`src/rtl/mem_bus_pkg.sv`:
```
// Shared types, access-size codes and byte-lane helper for the bus-side
// memory controller.
package mem_bus_pkg;

    // Controller states: accept in IDLE/RESP, count wait states in WAIT,
    // strobe the memory in ACCESS, present the response in RESP.
    typedef enum logic [1:0] {
        ST_IDLE   = 2'd0,
        ST_WAIT   = 2'd1,
        ST_ACCESS = 2'd2,
        ST_RESP   = 2'd3
    } mem_bus_state_t;

    // Access size codes shared with the core; 2'b11 behaves like a word.
    localparam logic [1:0] MEM_SIZE_BYTE = 2'b00;
    localparam logic [1:0] MEM_SIZE_HALF = 2'b01;
    localparam logic [1:0] MEM_SIZE_WORD = 2'b10;

    // Byte-lane write enables for a little-endian, lane-aligned access.
    // Half-words ignore addr[0]; words ignore both low address bits.
    function automatic logic [3:0] mem_byte_we(input logic [1:0] addr_lo,
                                               input logic [1:0] size);
        case (size)
            MEM_SIZE_BYTE: mem_byte_we = 4'b0001 << addr_lo;
            MEM_SIZE_HALF: mem_byte_we = addr_lo[1] ? 4'b1100 : 4'b0011;
            default:       mem_byte_we = 4'b1111;
        endcase
    endfunction

endpackage

```
`src/rtl/mem_region_decode.sv`:
```
// Combinational address decoder: finds which memory region a bus address
// falls into. Overlapping regions resolve to the lowest index; a region
// of size zero never matches.
module mem_region_decode
    import mem_bus_pkg::*;
#(
    parameter int                           NUM_REGIONS = 8,
    parameter int                           IDX_W       = 3,
    parameter logic [NUM_REGIONS-1:0][31:0] REGION_BASE = '0,
    parameter logic [NUM_REGIONS-1:0][31:0] REGION_SIZE = '0
) (
    input  logic [31:0]      addr,
    output logic             hit,
    output logic [IDX_W-1:0] idx
);

    // Priority encoder: scan from the top so the lowest matching index is
    // the last assignment and therefore wins. The unsigned subtraction
    // wraps addresses below the base to huge values, so a single compare
    // covers both the lower and the upper bound.
    always_comb begin
        // NOTE: every output gets a default before the loop so no path
        // leaves it unassigned, which would otherwise infer a latch.
        hit = 1'b0;
        idx = '0;
        for (int i = NUM_REGIONS - 1; i >= 0; i--) begin
            if ((addr - REGION_BASE[i]) < REGION_SIZE[i]) begin
                hit = 1'b1;
                idx = IDX_W'(i);
            end
        end
    end

endmodule

```
`src/rtl/mem_bus_ctrl.sv`:
```
// Bus-side memory controller: decodes CPU/DMA accesses onto per-region
// word-wide BRAM ports, inserts per-region wait states while holding the
// master with bus_pause, generates byte write enables and flags accesses
// that hit no region.
module mem_bus_ctrl
    import mem_bus_pkg::*;
#(
    parameter int                           NUM_REGIONS = 8,
    parameter int                           WS_W        = 4,
    parameter logic [NUM_REGIONS-1:0][31:0] REGION_BASE = '0,
    parameter logic [NUM_REGIONS-1:0][31:0] REGION_SIZE = '0,
    parameter logic [31:0]                  OPEN_BUS    = 32'h0000_0000
) (
    input  logic                                clock,
    input  logic                                reset_n,

    // CPU/DMA bus side
    input  logic                                bus_req,
    input  logic [31:0]                         bus_addr,
    input  logic [31:0]                         bus_wdata,
    input  logic [1:0]                          bus_size,
    input  logic                                bus_write,
    output logic                                bus_pause,
    output logic [31:0]                         bus_rdata,
    output logic                                bus_rvalid,
    output logic                                bus_err,

    // Wait-state configuration, sampled when a request is accepted
    input  logic [NUM_REGIONS-1:0][WS_W-1:0]    region_ws,

    // Memory side, one port per region sharing address and write data
    output logic [31:0]                         mem_addr,
    output logic [31:0]                         mem_wdata,
    output logic [NUM_REGIONS-1:0][3:0]         mem_we,
    input  logic [NUM_REGIONS-1:0][31:0]        mem_rdata
);

    localparam int IDX_W = (NUM_REGIONS > 1) ? $clog2(NUM_REGIONS) : 1;

    mem_bus_state_t   state;
    logic [WS_W-1:0]  ws_cnt;

    // Attributes of the in-flight access captured at acceptance
    logic             lat_hit;
    logic [IDX_W-1:0] lat_idx;
    logic             lat_write;
    logic [3:0]       lat_be;

    // Decode of the request currently on the bus
    logic             dec_hit;
    logic [IDX_W-1:0] dec_idx;
    logic [WS_W-1:0]  acc_ws;
    logic             accept;

    mem_region_decode #(
        .NUM_REGIONS (NUM_REGIONS),
        .IDX_W       (IDX_W),
        .REGION_BASE (REGION_BASE),
        .REGION_SIZE (REGION_SIZE)
    ) u_decode (
        .addr (bus_addr),
        .hit  (dec_hit),
        .idx  (dec_idx)
    );

    // Unmapped accesses take no wait states; a request is only taken when
    // the controller is free (IDLE) or finishing the previous one (RESP).
    assign acc_ws = dec_hit ? region_ws[dec_idx] : '0;
    assign accept = bus_req && ((state == ST_IDLE) || (state == ST_RESP));

    // Controller FSM with registered pause/response outputs and the
    // latches for the accepted access.
    always_ff @(posedge clock or negedge reset_n) begin
        if (!reset_n) begin
            // NOTE: the access latches are reset along with the FSM so an
            // access abandoned by reset leaves nothing stale on mem_addr or
            // mem_wdata and nothing decodes as a pending write.
            state      <= ST_IDLE;
            ws_cnt     <= '0;
            lat_hit    <= 1'b0;
            lat_idx    <= '0;
            lat_write  <= 1'b0;
            lat_be     <= '0;
            mem_addr   <= '0;
            mem_wdata  <= '0;
            bus_pause  <= 1'b0;
            bus_rdata  <= '0;
            bus_rvalid <= 1'b0;
            bus_err    <= 1'b0;
        end else begin
            // NOTE: non-blocking assignments throughout, so every branch
            // below sees the pre-edge values of state and the latches.
            bus_rvalid <= 1'b0;
            bus_err    <= 1'b0;

            case (state)
                ST_IDLE, ST_RESP: begin
                    if (accept) begin
                        lat_hit   <= dec_hit;
                        lat_idx   <= dec_idx;
                        lat_write <= bus_write;
                        lat_be    <= mem_byte_we(bus_addr[1:0], bus_size);
                        mem_addr  <= (bus_addr - REGION_BASE[dec_idx]) >> 2;
                        mem_wdata <= bus_wdata;
                        bus_pause <= 1'b1;
                        if (acc_ws != '0) begin
                            state  <= ST_WAIT;
                            ws_cnt <= acc_ws;
                        end else begin
                            state  <= ST_ACCESS;
                        end
                    end else begin
                        state     <= ST_IDLE;
                        bus_pause <= 1'b0;
                    end
                end

                // The last wait cycle is the one where the counter reads 1,
                // giving exactly ws wait cycles ahead of ACCESS.
                ST_WAIT: begin
                    ws_cnt <= ws_cnt - 1'b1;
                    if (ws_cnt == WS_W'(1)) begin
                        state <= ST_ACCESS;
                    end
                end

                // Write enables are live this cycle; read data is captured
                // on the way out. Writes leave bus_rdata untouched.
                ST_ACCESS: begin
                    state      <= ST_RESP;
                    bus_pause  <= 1'b0;
                    bus_rvalid <= 1'b1;
                    bus_err    <= !lat_hit;
                    if (!lat_write) begin
                        bus_rdata <= lat_hit ? mem_rdata[lat_idx] : OPEN_BUS;
                    end
                end

                default: begin
                    state     <= ST_IDLE;
                    bus_pause <= 1'b0;
                end
            endcase
        end
    end

    // Byte write enables: only the hit region, only for a mapped write,
    // only during the single ACCESS cycle. Derived from registered state so
    // reset clears them at once.
    always_comb begin
        mem_we = '0;
        if ((state == ST_ACCESS) && lat_hit && lat_write) begin
            mem_we[lat_idx] = lat_be;
        end
    end

endmodule
```
`config.mk`:
```
export PLATFORM = sky130hd
export DESIGN_NAME = mem_bus_ctrl
export DESIGN_NICKNAME = d
export VERILOG_FILES = /design/src/rtl/mem_bus_pkg.sv /design/src/rtl/mem_region_decode.sv /design/src/rtl/mem_bus_ctrl.sv
export SDC_FILE = /design/constraint.sdc
export NUM_CORES = 1
export LEC_CHECK = 0
export CORE_AREA = 5 5 186 188
export DETAILED_ROUTE_END_ITERATION = 16
export DIE_AREA = 0 0 191 193
export PLACE_DENSITY = 0.38
export REMOVE_ABC_BUFFERS = 1
export SLEW_MARGIN = 0
export SYNTH_ARGS = -nofsm -noshare
export SYNTH_HDL_FRONTEND = slang
export SYNTH_SLANG_ARGS = --single-unit
```
`constraint.sdc`:
```
create_clock -name clock -period 2.1 [get_ports clock]
set_clock_uncertainty 0.2 [all_clocks]
set_input_delay 0.42 -clock clock [delete_from_list [all_inputs] [get_ports clock]]
set_output_delay 0.42 -clock clock [all_outputs]
set_load 0.02 [all_outputs]
```
Word level (Yosys, flattened, before mapping):

Index checks and enable logic that the tools add are counted.

* register bits: 109
* input bits: 358
* output and inout port bits: 131
* logic and storage cells: 54

* add/subtract/negate cells: 1
* $lt $le $gt $ge: 1
* equal/unequal tests: 8
* shift operators: 1
* multiplexer cells: 17
* bitwise operators: 1
* reductions and logical operators: 14

Operator list (count)
* $lt 32x1->1 const B: 1
* $mux 32: 1
* $mux 4: 5
* $pmux 4 s2: 2
* $mux 2: 3
* $ne 2x2->1 const B: 3
* $pmux 2 s3: 1
* $eq 2x1->1 const B: 2
* $eq 2x2->1 const B: 2
* $eq 4x1->1 const B: 1
* $logic_not 2->1: 2
* $mux 1: 4
* $reduce_and 2->1: 2
* $reduce_bool 2->1: 2
* $reduce_bool 4->1: 1
* $shl 1x2->4 const A: 1
* $sub 4x1->4 const B: 1
* $logic_and 1x1->1: 3
* $reduce_and 3->1: 1
* $pmux 1 s2: 1
* $reduce_or 2->1: 1
* $logic_not 1->1: 1
* $logic_or 1x1->1: 1
* $not 1->1: 1

Logic depth before layout (Yosys ltp):

* depth in word-level cells: 7
* gate-level depth with buffers: 5
* gate-level depth less buffers: 5

Hierarchy:

A second synthesis with hierarchy kept.

* cells, all modules: 595
* area, all modules: 6366.1 um^2

By module, submodules not included
* mem_bus_ctrl: times used 1, cells an instance 590, area each 6332.3 um^2, sequential area each 2802.7 um^2
* mem_region_decode: times used 1, cells an instance 5, area each 33.8 um^2, sequential area each 0.0 um^2

Worst setup path before layout:

No wires, ideal clock.

* path type: register to register
* from: reg state[0]
* to: reg mem_addr[25]
* setup time: 125 ps
* arrival time: 1378 ps
* required time: 1775 ps
* setup slack: 397 ps
* stages on the path, launching flop included: 6
* path buffers: 1
* period minus slack after synthesis: 1703 ps
* path through: dfrtp_1 inv_1 ha_1 nand2_4 clkbuf_8 mux2_2

* word-level cells in the longest chain between the ends: 4
* elaborated cells on any way between the ends: 6
* those cells by class: eq/ne (1); reduce/logical (5)

RTL lines
* start, declared: line mem_bus_ctrl.sv:40 `mem_bus_state_t state;`
* start signal, assigned: line mem_bus_ctrl.sv:78 `state <= ST_IDLE;`
* start signal, assigned: line mem_bus_ctrl.sv:107 `state <= ST_WAIT;`
* start signal, assigned: line mem_bus_ctrl.sv:110 `state <= ST_ACCESS;`
* $eq 2x2->1 or $logic_not 2->1 (tied branches): line mem_bus_ctrl.sv:69, mem_bus_ctrl.sv:96
* $logic_or 1x1->1: line mem_bus_ctrl.sv:69 `assign accept = bus_req && ((state == ST_IDLE) || (state == ST_RESP));`
* $logic_and 1x1->1: line mem_bus_ctrl.sv:69
* $reduce_and 2->1 (no line) *
* end signal, assigned: line mem_bus_ctrl.sv:103 `mem_addr <= (bus_addr - REGION_BASE[dec_idx]) >> 2;`
* end, declared: line mem_bus_ctrl.sv:32 `output logic [31:0] mem_addr,`

Every way passes the cells marked *; elsewhere a longest branch is shown, timed or not.
A chain may end at the register's enable or synchronous reset.

Final worst setup path:

* from: reg mem_wdata[4]
* to: out mem_wdata[4]

RTL lines
* start, declared: line mem_bus_ctrl.sv:33 `output logic [31:0] mem_wdata,`
* start signal, assigned: line mem_bus_ctrl.sv:104 `mem_wdata <= bus_wdata;`

No word-level cell between the ends.

==> impl_metrics.yaml <==
status:
  status: "complete, no violations"
global_routing:
  grt_use_total_pct: 4.77
  grt_first_pass_wirelength_um: 12800
  antenna_found_initial: 1
  grt_overflow: 0
  grt_max_degree: 41
  grt_pass1_vias: 2116
cells_and_area:
  area_growth_pct: 59.3
  final_nets: 731
  fillCellCount: 3646
  fin_area_sq_um: 5180
  multi_input_area_sq_um: 1140
  diodes: 0
  seq_area_sq_um: 1750
  drive_gt1_share_pct: 23.6
  final_util_pct: 15.7
timing:
  finalSetupViolCount: 0
  fmax_mhz: 499
  post-route-period-util_pct: 95.3
  setup_tns_ns: 0
  min_period_ns: 2.00
  rsz0062_at_grt: "false"
  timing.final.hold_violations: 0
  drv_slew: 0
floorplan:
  die_area_sq_um: 36900
  rows: 67
  ios: 489
  die_w_um: 191
  coreArea_sq_um: 32900
  initial_core_util_pct: 9.87
  die_y_um: 193
critical_path:
  critPathSlowestCell: "clkdlybuf4s50_1"
  cp_num_buf_inv: 1
  crit_family: "buffers and inverters"
  worstPathMaxFanout: 2
  cp-end-kind: "output pin"
  path_cells: "clkdlybuf4s50_1"
  required_ns: 1.48
  start_kind: "flip-flop"
  cp.arrival_ns: 1.38
  cpPeakStageDelay_ns: 0.67
  criticalPathCategory: "flip-flop to output pin"
pwr:
  power_frac_seq_pct: 30.2
  p_comb_share_pct: 48.8
  clkPwrFrac_pct: 21.1
  intPower_w: 0.00519
  power.share.switching_pct: 35.4
  switchingPower_w: 0.00285
  leakage_nw: 2.14
  peakVddDrop_v: 0.000585
  powerDensity_nw_per_um2: 1550
cts:
  cts_buffer_depth: 2
  cts_tree: "built"
  clk_pin_slew_ns: 0.06
  cts_root_buf: "clkbuf_16"
  htree_levels: 3
  cts_sinks: 70
  postCtsSetupRepairBufs: 0
  clk_latency_ns: 0.35
  numCtsBuffers: 9
place:
  place_area_sq_um: 4850
  dp_hpwl_um: 6950
  io_buffer_count: 129
  gp_congestion: 0.637
synth:
  ys_ff_latch: 70
  synthCells: 230
  synthesis.area_sq_um: 3250
  yosys_warnings: 0
  yosysUniqueCellTypes: 19
  synth-seq-area-share_pct: 53.9
  syn_area_per_cell_sq_um: 14.1
routing:
  vias: 2022
  postRouteAntennaNets: 0
  wire_per_inst_um: 10.8
  drt_iter0_markers: 30
  first_pass_iters: 3
  drc: 0
  routed_wl_um: 8860
  vias_per_cell: 2.46
worst_hold_path:
  min_path_type: "input port to asynchronous set/reset pin"
job:
  max-cap-violations: 0
==> worst paths after layout <==
path,from,to,depth (start not counted),slack [ns]
max in group asynchronous,reset_n,mem_addr[7],3,0.94
min in group clock,ws_cnt[3],ws_cnt[3],1,0.29
setup reg to reg,state[0],mem_addr[17],5,0.30
setup / recovery,mem_wdata[4],mem_wdata[4],1,0.1
hold reg to reg,ws_cnt[3],ws_cnt[3],1,0.29
hold / removal,reset_n,mem_wdata[1],2,0.20
==> repair_timing <==
item,4_1_cts,5_1_grt
hold endpoints to repair,70,0
hold buffers,1,0
resized for setup,0,0
==> synthesized netlist by cell type (all sizes together) <==
master	instances	area share, %
dfrtp	70	54
buf	67	15
mux2	63	22
clkbuf	6	2.5
ha	5	1.9
inv	5	0.58
nand2	3	0.58
o31ai	2	0.62
xor2	2	0.54
a21oi	1	0.15
and2b	1	0.27
conb	1	0.12
mux2i	1	0.31
nor2	1	0.12
nor4b	1	0.27
xnor2	1	0.27
==> kinds of logic after synthesis <==
family	Yosys count	share of synthesized area [%]
AOI/OAI and AO/OA	3	0.769
xor gates and xnor gates	3	0.808
adders and majority gates	5	1.92
buffers and inverters	78	18.6
DFF	70	53.9
muxes	64	22.7
other	1	0.115
and+or+nand+nor	6	1.23
==> registers in the layout, indices dropped and copies added (netlist names) <==
| register | count |
|---|---|
| state | 2 |
| mem_wdata | 32 |
| bus_err | 1 |
| bus_pause | 1 |
| mem_addr | 30 |
| ws_cnt | 4 |
==> layout by cell type, fill, tap and decap left out <==
cell type	instances
nor4b_1	1
conb_1	66
xnor2_1	1
clkbuf_16	9
clkinvlp_4	2
clkinv_4	1
and2b_2	1
buf_4	2
clkinv_2	1
mux2_4	5
ha_1	5
nand2_1	2
bufinv_16	2
o31ai_1	1
inv_6	1
buf_12	4
a21oi_1	1
nor2_1	1
xor2_1	2
nand2_4	1
o31ai_2	1
dlygate4sd3_1	1
dfrtp_1	70
mux2i_1	1
inv_1	5
mux2_2	58
clkdlybuf4s50_1	128
==> cell type report <==
type / instances / area share (%)
clock inverters: 7 / 1.88
flip-flops and latches: 70 / 33.8
repair buffers: 135 / 26.8
well taps: 448 / 10.8
inverters: 5 / 0.362
multi-input cells: 147 / 22.0
clock buffers: 9 / 4.35
==> metrics by stage <==
stage,instances,total power (W),hold WS (ns),setup WS [ns]
after CTS,821,0.00826,0.162,0.0476
final,821,0.00804,0.199,0.0977
after global routing,821,0.00858,0.179,0.00669
after global placement,804,0.00641,0.0246,0.160
after floorplan,222,0.00448,-0.0756,0.160
after detailed placement,804,0.00645,0.0234,0.128
==> power by group through the flow <==
stage	registers [W]	clock network, W	logic, W
final	0.00243	0.00170	0.00392
after global routing	0.00253	0.00187	0.00418
after CTS	0.00244	0.00181	0.00401
after detailed placement	0.00245	0	0.00400
after global placement	0.00243	0	0.00399
after floorplan	0.00321	0	0.00128
==> layer usage <==
metal	global-route usage [%]	wire length, um	share of wire [%]
met1	4.88	3150	36
met3	3.80	1250	14
met2	7.26	4290	48
met4	1.99	157	1.8
met5	0	13	0.15
Note: power is estimated with default switching activity, not from simulation.
